**src/rtl/unidad_logica_seq.sv**
```systemverilog
// Multi-cycle N-bit logic/arithmetic unit: processes SLICE bits per clock with a carry register between slices.
// Optional SUB (op 100) enabled by defining UNIDAD_LOGICA_SUB_EN.
module unidad_logica_seq #(
  parameter int unsigned WIDTH = 8,
  parameter int unsigned SLICE = 4
) (
  input  logic             clk,
  input  logic             rst_n,
  input  logic             in_valid,
  output logic             in_ready,
  input  logic [WIDTH-1:0] a,
  input  logic [WIDTH-1:0] b,
  input  logic [2:0]       op,
  output logic             out_valid,
  input  logic             out_ready,
  output logic [WIDTH-1:0] resultado,
  output logic             cout,
  output logic             cero
);

  localparam int unsigned N     = WIDTH / SLICE;
  localparam int unsigned CNT_W = (N > 1) ? $clog2(N) : 1;

  localparam logic [2:0] OP_AND = 3'b000;
  localparam logic [2:0] OP_OR  = 3'b001;
  localparam logic [2:0] OP_XOR = 3'b010;
  localparam logic [2:0] OP_ADD = 3'b011;
`ifdef UNIDAD_LOGICA_SUB_EN
  localparam logic [2:0] OP_SUB = 3'b100;
`endif

  typedef enum logic [1:0] {
    S_IDLE = 2'd0,
    S_BUSY = 2'd1,
    S_DONE = 2'd2
  } state_e;

  state_e             state_q, state_d;
  logic [CNT_W-1:0]   cnt_q, cnt_d;
  logic               carry_q, carry_d;
  logic [WIDTH-1:0]   a_q, a_d;
  logic [WIDTH-1:0]   b_q, b_d;
  logic [2:0]         op_q, op_d;
  logic [WIDTH-1:0]   res_q, res_d;
  logic               cout_q, cout_d;
  logic               cero_q, cero_d;

  logic [SLICE-1:0]   a_sl, b_sl, b_eff, slice_res;
  logic [SLICE:0]     slice_sum;
  logic               is_arith, carry_nxt, seed;
  logic [WIDTH-1:0]   res_shift;

  // One slice of the datapath; operand registers are shifted so slice k is always at the LSBs.
  always_comb begin
    a_sl = a_q[SLICE-1:0];
    b_sl = b_q[SLICE-1:0];
`ifdef UNIDAD_LOGICA_SUB_EN
    b_eff    = (op_q == OP_SUB) ? ~b_sl : b_sl;
    is_arith = (op_q == OP_ADD) || (op_q == OP_SUB);
`else
    b_eff    = b_sl;
    is_arith = (op_q == OP_ADD);
`endif
    slice_sum = {1'b0, a_sl} + {1'b0, b_eff} + {{SLICE{1'b0}}, carry_q};
    carry_nxt = is_arith ? slice_sum[SLICE] : 1'b0;
    case (op_q)
      OP_AND:  slice_res = a_sl & b_sl;
      OP_OR:   slice_res = a_sl | b_sl;
      OP_XOR:  slice_res = a_sl ^ b_sl;
      OP_ADD:  slice_res = slice_sum[SLICE-1:0];
`ifdef UNIDAD_LOGICA_SUB_EN
      OP_SUB:  slice_res = slice_sum[SLICE-1:0];
`endif
      default: slice_res = '0;
    endcase
    // Result fills from the top so the LSB slice ends at bit 0 after N cycles.
    res_shift = (res_q >> SLICE) | (WIDTH'(slice_res) << (WIDTH - SLICE));
  end

`ifdef UNIDAD_LOGICA_SUB_EN
  assign seed = (op == OP_SUB);
`else
  assign seed = 1'b0;
`endif

  // Next-state and datapath register updates.
  always_comb begin
    state_d = state_q;
    cnt_d   = cnt_q;
    carry_d = carry_q;
    a_d     = a_q;
    b_d     = b_q;
    op_d    = op_q;
    res_d   = res_q;
    cout_d  = cout_q;
    cero_d  = cero_q;
    case (state_q)
      S_IDLE: begin
        if (in_valid) begin
          state_d = S_BUSY;
          a_d     = a;
          b_d     = b;
          op_d    = op;
          cnt_d   = '0;
          carry_d = seed;
          res_d   = '0;
        end
      end
      S_BUSY: begin
        a_d     = a_q >> SLICE;
        b_d     = b_q >> SLICE;
        res_d   = res_shift;
        carry_d = carry_nxt;
        cnt_d   = cnt_q + CNT_W'(1);
        if (cnt_q == CNT_W'(N - 1)) begin
          state_d = S_DONE;
          cout_d  = carry_nxt;
          cero_d  = (res_shift == '0);
        end
      end
      S_DONE: begin
        if (out_ready) state_d = S_IDLE;
      end
      default: state_d = S_IDLE;
    endcase
  end

  always_ff @(posedge clk or negedge rst_n) begin
    if (!rst_n) begin
      state_q <= S_IDLE;
      cnt_q   <= '0;
      carry_q <= 1'b0;
      a_q     <= '0;
      b_q     <= '0;
      op_q    <= '0;
      res_q   <= '0;
      cout_q  <= 1'b0;
      cero_q  <= 1'b1;
    end else begin
      state_q <= state_d;
      cnt_q   <= cnt_d;
      carry_q <= carry_d;
      a_q     <= a_d;
      b_q     <= b_d;
      op_q    <= op_d;
      res_q   <= res_d;
      cout_q  <= cout_d;
      cero_q  <= cero_d;
    end
  end

  assign in_ready  = (state_q == S_IDLE);
  assign out_valid = (state_q == S_DONE);
  assign resultado = res_q;
  assign cout      = cout_q;
  assign cero      = cero_q;

endmodule
```
**config.mk**
```make
export PLATFORM = sky130hd
export DESIGN_NAME = unidad_logica_seq
export DESIGN_NICKNAME = d
export VERILOG_FILES = /design/src/rtl/unidad_logica_seq.sv
export SDC_FILE = /design/constraint.sdc
export NUM_CORES = 1
export LEC_CHECK = 0
export ABC_AREA = 1
export CAP_MARGIN = 20
export CORE_MARGIN = 2
export CORE_UTILIZATION = 51
export DETAILED_ROUTE_END_ITERATION = 6
export GPL_ROUTABILITY_DRIVEN = 1
export PLACE_DENSITY_LB_ADDON = 0.25
export RECOVER_POWER = 50
export SETUP_SLACK_MARGIN = 0.5
export SLEW_MARGIN = 20
export SYNTH_ARGS = -nofsm -noshare
export SYNTH_HDL_FRONTEND = slang
export SYNTH_SLANG_ARGS = --single-unit
export TNS_END_PERCENT = 1
```
**constraint.sdc**
```tcl
create_clock -name clk -period 2.5 [get_ports clk]
set_clock_uncertainty 0.15 [all_clocks]
set_input_delay 0.375 -clock clk [delete_from_list [all_inputs] [get_ports clk]]
set_output_delay 0.375 -clock clk [all_outputs]
set_load 0.1 [all_outputs]
```
**Yosys cells after proc, flatten, opt, wreduce, memory -nomap -nowiden**

Index checks and enable logic that the tools add are counted.

- Register bits: 33
- Bits in latches: 0
- Memory bits (writable): 0
- ROM bits: 0
- Output and inout bits: 12
- Memories kept: 0

- Add/subtract/negate cells: 3
- $mul: 0
- Divide/modulo/power cells: 0
- Order comparisons: 0
- Equality and inequality tests: 8
- Shift-type cells: 0
- Muxes and demuxes: 15
- Bitwise operators: 4
- Reductions and logical operators: 8

Operators with widths:

| kind | number |
|---|---|
| 8-bit one-hot mux with 2 select lines | 3 |
| 8-bit two-way mux | 3 |
| 4-bit one-hot mux with 4 select lines | 1 |
| 8-bit logical NOT | 1 |
| 4-bit by 8-bit bitwise OR with 8-bit output | 1 |
| 3-bit by 2-bit == test with 1-bit output (second input constant) | 2 |
| 2-bit two-way mux | 3 |
| 2-bit one-hot mux with 3 select lines | 1 |
| 2-bit AND reduction | 3 |
| 4-bit by 4-bit adder with 5-bit output | 1 |
| 5-bit by 1-bit adder with 5-bit output | 1 |
| 4-bit bitwise AND | 1 |
| 2-bit inequality test (second input constant) | 2 |
| 4-bit bitwise OR | 1 |
| 1-bit one-hot mux with 2 select lines | 2 |
| 4-bit bitwise XOR | 1 |
| 3-bit by 1-bit == test with 1-bit output (second input constant) | 1 |
| 3-bit logical NOT | 1 |
| 3-bit AND reduction | 1 |
| 2-bit by 1-bit == test with 1-bit output (second input constant) | 1 |
| 2-bit == test (second input constant) | 1 |
| 2-bit logical NOT | 1 |
| 1-bit two-way mux | 2 |
| 2-bit by 1-bit inequality test with 1-bit output (second input constant) | 1 |
| 2 further kinds | 2 |

**Longest topological paths before layout**

Gate-level depths: netlist (run 1).

- Depth in word-level cells: 5
- Mapped depth: 12
- Depth with buffers taken out: 12

**Worst setup path before layout (run 1)**

No wires, ideal clock.

- Kind: reg-to-output
- Start point: reg state_q[1]
- End point: out out_valid
- Data arrival time: 1753 ps
- Data required time: 1975 ps
- Setup slack: 222 ps
- Cell stages (with the launch flop): 3
- Path buffers: 0
- Cell sequence: dfrtp_1 > inv_1 > nor2_1

- Word-level cells in the longest chain between the ends: 1

RTL lines:

| item | RTL line | text |
|---|---|---|
| start, declared | 38 | `state_e state_q, state_d;` |
| start signal, assigned | 140 | `state_q <= state_d;` |
| 2-bit == test | 153 | `assign out_valid = (state_q == S_DONE);` |
| end, declared | 14 | `output logic out_valid,` |

No other way between the ends.

**Worst setup path in the final report (run 1)**

- Start point: reg res_q[5], in the netlist resultado[5]
- End point: out resultado[5]

RTL lines:

| item | RTL line | text |
|---|---|---|
| start, declared | 44 | `logic [WIDTH-1:0] res_q, res_d;` |
| start signal, assigned | 146 | `res_q <= res_d;` |
| end, declared | 16 | `output logic [WIDTH-1:0] resultado,` |

No word-level cell between the ends.

==> results of run 1 <==
==> worst max-delay path by stage <==
stage                         endpoint  slack (ns)
finish                    resultado[5]        0.41
global placement    a_q[4]$_DFFE_PN0P_        0.50
floorplan           a_q[4]$_DFFE_PN0P_        0.60
detailed placement  a_q[1]$_DFFE_PN0P_        0.48
global route              resultado[5]        0.36
CTS                   cero$_DFFE_PN1P_        0.53
==> per-stage QoR <==
stage,worst slack [ns],hold WS [ns],cell area (um^2)
final,0.411,0.326,2170
after global routing,0.360,0.376,2170
after CTS,0.528,0.297,2170
after detailed placement,0.480,0.311,2100
after global placement,0.499,0.309,2100
after floorplan,0.599,-0.0706,1770
==> state kept, by name, indices dropped and copies added, names as in the netlist <==
name	cells
b_q	8
state_q	2
carry_q	1
op_q	3
cout	1
a_q	8
cnt_q	1
resultado	8
cero	1
==> synthesized netlist by cell type (all sizes together) <==
master  instances
a211oi          8
a21oi           3
a22o            2
a32o            6
buf             6
dfrtp          32
dfstp           1
fa              2
ha              8
inv            27
nand2          36
nand3          11
nand4           2
nor2           25
nor3            8
o21ai          12
o22ai           3
o31ai           1
==> kinds of logic (layout without fill, tap and decap cells) <==
family | after synthesis | after routing | share of synthesized area
and+or+nand+nor | 82 | 82 | 0.208
AOI/OAI and AO/OA | 35 | 35 | 0.158
DFF | 33 | 33 | 0.469
buffers and inverters | 33 | 72 | 0.0852
adders and majority gates | 10 | 10 | 0.0795
==> layout make-up <==
class / count / area (um^2)
Timing Repair Buffer: 37 / 330
Sequential cell: 33 / 827
Tap cell: 46 / 57.6
Multi-Input combinational cell: 127 / 800
Inverter: 27 / 101
Clock buffer: 8 / 58.8
Fill cell: 298 / 1160
==> metal layers <==
metal,GRT usage,wire length (um)
met3,0.0541,191
met5,0,0
met4,0.0861,99
met2,0.325,1590
met1,0.246,1490
==> cells in the final DEF (no fill, tap or decap), types with 2 or more instances in the layout <==
master           count
nand2_1             34
dfrtp_1             32
nand2_4              2
a22o_1               2
nand4_1              2
a32o_1               6
clkbuf_4             5
o22ai_1              3
a21oi_1              2
ha_1                 8
nand3_1             11
nor3_1               8
inv_1               22
clkdlybuf4s50_1     21
nor2_2               2
nor2_1              21
inv_2                5
a211oi_2             8
buf_4               10
nor2_4               2
fa_2                 2
o21ai_0             12
clkbuf_1             6
==> timing repair <==
item                                    4_1_cts  5_1_grt
endpoints found under the setup margin        1        1
resized for setup                             1        6
pin swaps                                     0        3
hold endpoints to repair                      0        0
setup buffers                                 0        2
==> worst min-delay path: stages (launching register included) <==
cell     delay [ns]
dfstp_2        0.38
nand2_1        0.05
nand2_1        0.05
==> impl_results.md, run 1 <==
* CTS H-tree depth at 2
* Largest cells by area after synthesis: dfrtp_1, nand2_1, a211oi_2
* Leading area contributor after synthesis: dfrtp_1
* Initial core utilization at 0.528
* Vias per Instance at 5.13
* Mapped Area at 1760 um^2
* Critical path arrival at 1.56 ns
* Setup CP Type: reg2out
* Iteration-0 DRC Markers at 48
* FF-to-FF path depth at 11
* Setup-failing EPs final at 0
* Tot GR Track Use at 0.198
* Hold path cells at 2
* CTS tree: done
* Critical Path Fanout Max at 2
* Detailed Route WL at 3370 um
* Largest net degree at the start of global routing at 23
* IO Port Bufs at 34
* Worst Hold Class: reg2reg
* Post-synthesis cell type count at 22
* Largest stage delay, worst path at 0.87 ns
* Layout Cells excl Fill at 278
* Layout net count at 264
* DR vias at 1,425
* Synth Register Bits at 33
* CP top delay family: buffers and inverters
* Avg WL per Cell at 12.1 um
* Placed cells at 268
* R2R Setup Slk at 0.58 ns
* Initial antenna violation count at 0
* Synth Instances at 193
* Clock Latency Late Sink at 0.34 ns
* Final Slew Violations at 0
* Slowest CP cell: clkbuf_1
* Setup TNS Final at 0 ns
* Yosys top cell area share at 0.454
* Syn nets at 226
* Hold path start: cero$_DFFE_PN1P_
* Clk slew on worst S/H paths at 0.09 ns
* Core box area at 3340 um^2
* CTS buffer count at 5
* Yosys warns at 0
* Worst Hold Path EP: cero$_DFFE_PN1P_
* IO Count at 35
* Critical Path RT at 1.98 ns
* Clock root cell: clkbuf_4
* Remaining Overflow, GRT at 0
* FP Rows at 21
* Worst-Margin Slew at 1.17 ns
* First-pass GRT wire length at 6060 um
* Remaining DRCs at 0
* Post-synthesis sequential area ratio at 0.469
* Slew HR at 0.225
* Post-CTS Hold Fix Bufs at 0
* Stages on worst setup path at 1
* Critical Path Start: resultado[5]$_DFFE_PN0P_
* Worst Path Buf+Inv at 1
* Gpl congestion at 0.813
* Syn Area/Cell at 9.13 um^2
* DRT Pass-1 Iters at 4
* Die ar. at 3940 um^2
* Crit start category: flip-flop
* Final cycle utilization of the critical path at 0.836
* Vias in the first global route at 1,370
* Clock Tree Buf Depth at 2
* HPWL after detailed placement at 2530 um
* Post-layout util at 0.652
* Fraction of layout cells with a size suffix above 1 at 0.172
* Critical-path cell list: clkbuf_1
* RR Startpoint: b_q[0]$_DFFE_PN0P_
* R2R Path End: cero$_DFFE_PN1P_
* Hold Vio Cnt, Final at 0
* Chip width at 62.8 um
* Die Height at 62.8 um
* RSZ-0062 raised after global routing: yes
* Antenna Cells at 0
* Detail Route Antenna Nets at 0
* Post-layout min period at 2.09 ns
* Peak Freq at 479 MHz
* Clock sinks at 33
* Syn-to-layout area delta at 23.4%
* Max-Cap Viols at 0
* Crit end category: output port
* Status: finished, final reports clean
Power of run 1 is left out: the tool's default activity adds up to more than one toggle a clock period on the data nets, which glitch-free logic cannot reach.
==> inputs of run 2 (changes only) <==
CORE_UTILIZATION = 46   (was 51)
clock period = 1.69 ns   (was 2.5 ns; I/O delays follow)
==> run 2 against run 1 <==
Against the previous run: the run now ends with setup timing left; first-iteration DRC count increased by 31%; utilization increased by 3.5 points; worst hold slack improved by 0.017 ns; sequential share of layout area decreased by 5.1 points; non-clock buffer count increased by 9; register-to-register slack got worse by 0.78 ns; via count increased by 3.9%; critical path type is now reg2reg; critical endpoint is now cero$_DFFE_PN1P_.
==> impl_results.md, run 2 (synthesis gave the netlist of run 1 again) <==
* Status: finished, violations left
* Failing checks: setup timing
* Max-Cap Viols at 0 (unchanged)
* Layout Cells excl Fill at 289 (+4.0%)
* Hold Vio Cnt, Final at 0 (unchanged)
* Setup-failing EPs final at 4 (+4)
* Clk slew on worst S/H paths at 0.06 ns (-0.03 ns)
* Remaining DRCs at 0 (unchanged)
* Avg WL per Cell at 13.4 um (+11%)
* Iteration-0 DRC Markers at 63 (+31%)
* Syn-to-layout area delta at 42.5%
* R2R Setup Slk at -0.20 ns (-0.78 ns)
* Setup CP Type: reg2reg
* Final cycle utilization of the critical path at 1.12
* Number of fill cells at 282 (-5.4%)
* RR Startpoint: carry_q$_DFFE_PN0P_
* Crit start category: flip-flop
* Critical Path Fanout Max at 2 (unchanged)
* CTS tree: done
* Critical path arrival at 1.96 ns (+0.40 ns)
* IO Count at 35 (unchanged)
* Die ar. at 4340 um^2 (+10%)
* Vias in the first global route at 1,461 (+6.6%)
* Most frequent cells in the layout: nand2_1, dfrtp_1, clkdlybuf4s50_1
* Antenna Cells at 0 (unchanged)
* R2R Path End: cero$_DFFE_PN1P_
* CTS H-tree depth at 2 (unchanged)
* Clock Tree Buf Depth at 2 (unchanged)
* Fraction of layout cells with a size suffix above 1 at 0.286 (+0.114)
* CTS buffer count at 5 (unchanged)
* Chip width at 65.9 um (+5.0%)
* Hold path cells at 1 (-1)
* Remaining Overflow, GRT at 0 (unchanged)
* Crit end category: flip-flop
* Detailed Route WL at 3890 um (+15%)
* Core box area at 3660 um^2 (+9.7%)
* Clock Latency Late Sink at 0.29 ns (-0.05 ns)
* RSZ-0062 raised after global routing: yes
* Post-CTS Hold Fix Bufs at 0 (unchanged)
* Post-layout min period at 1.89 ns
* Initial core utilization at 0.482 (-0.0468)
* Largest net degree at the start of global routing at 34 (+48%)
* Critical Path RT at 1.76 ns (-0.22 ns)
* Detail Route Antenna Nets at 0 (unchanged)
* Die Height at 65.9 um (+5.0%)
* DRT Pass-1 Iters at 4 (unchanged)
* Slew HR at 0.471 (+0.247)
* Worst-Margin Slew at 0.793 ns (-0.375 ns)
* Commonest non-fill, non-tap cell in the layout: nand2_1
* First-pass GRT wire length at 6640 um (+9.7%)
* FF-to-FF path depth at 11 (unchanged)
* Peak Freq at 529 MHz
* Tot GR Track Use at 0.207 (+0.00835)
* Clock sinks at 33 (unchanged)
* Final Slew Violations at 0 (unchanged)
* Gpl congestion at 0.831 (+2.2%)
* Hold path start: a_q[4]$_DFFE_PN0P_
* Clock root cell: clkbuf_8
* Worst Hold Path EP: a_q[4]$_DFFE_PN0P_
* IO Port Bufs at 34 (unchanged)
* Final WS setup at -0.200 ns (-0.611 ns)
* Initial antenna violation count at 0 (unchanged)
* Layout net count at 273 (+3.4%)
* Worst Hold Class: reg2reg
* FP Rows at 22 (+4.8%)
* Vias per Instance at 5.12 (about the same)
* HPWL after detailed placement at 2770 um (+9.3%)
* Placed cells at 279 (+4.1%)
* DR vias at 1,481 (+3.9%)
run 2: cell types whose count changed in the layout (fill, tap and decap cells not counted), sizes merged:
cell,change
buf,+12
clkinvlp,+1
clkbuf,-3
inv,-1
run 2: worst max-delay path by stage:
| stage | to | startpoint | depth (start not counted) | slack, ns |
|---|---|---|---|---|
| floorplan | a_q[4]$_DFFE_PN0P_ | state_q[1]$_DFFE_PN0P_ | 6 | -0.19 |
| global placement | cero$_DFFE_PN1P_ | carry_q$_DFFE_PN0P_ | 11 | -0.23 |
| detailed placement | cero$_DFFE_PN1P_ | carry_q$_DFFE_PN0P_ | 11 | -0.26 |
| CTS | cero$_DFFE_PN1P_ | b_q[0]$_DFFE_PN0P_ | 11 | -0.20 |
| global route | cero$_DFFE_PN1P_ | carry_q$_DFFE_PN0P_ | 11 | -0.37 |
| finish | cero$_DFFE_PN1P_ | carry_q$_DFFE_PN0P_ | 11 | -0.20 |
run 2: routing by layer:
metal / up-vias / GRT usage / wire length (um)
met3: 8 / 0.0562 / 200
met4: 0 / 0.0911 / 87
met1: 700 / 0.255 / 1630
met2: 40 / 0.338 / 1970
met5: - / 0 / 0
li1: 733 / - / -
run 2: worst max-delay path, cell delays in order, from the launching register on:
cell and delay (ns):
dfrtp_1 0.40, fa_2 0.41, inv_2 0.07, fa_1 0.40, inv_1 0.06, nand2_1 0.05, nand2_1 0.08, nor2_2 0.04
nand2_1 0.05, nor2_1 0.04, nand2_1 0.04, nand2_1 0.05
run 2: per-stage QoR:
stage | cell area, um^2 | hold slack, ns | util | TNS (ns) | worst slack, ns
final | 2510 | 0.343 | 0.686 | -0.536 | -0.200
after global routing | 2510 | 0.366 | 0.686 | -1.54 | -0.373
after CTS | 2450 | 0.193 | 0.670 | -0.405 | -0.205
after detailed placement | 2330 | 0.333 | 0.636 | -0.551 | -0.256
after global placement | 2330 | 0.327 | 0.636 | -0.434 | -0.227
after floorplan | 1770 | -0.192 | - | -3.56 | -0.192
run 2: layout make-up:
cell class                 count  area (um^2)  area share
timing repair buffer          46          559       0.223
tap                           48         60.1      0.0239
sequential                    33          828       0.330
multi-input combinational    127          862       0.343
inverter                      27          113      0.0448
clock buffer                   8         90.1      0.0359
run 2: what timing repair did:
action / in CTS / in global routing
pin swaps: 8 / 11
buffers inserted: 1 / 1
setup endpoints to repair: 43 / 44
gates resized for setup: 17 / 18
Power of run 2 is left out for the same reason.
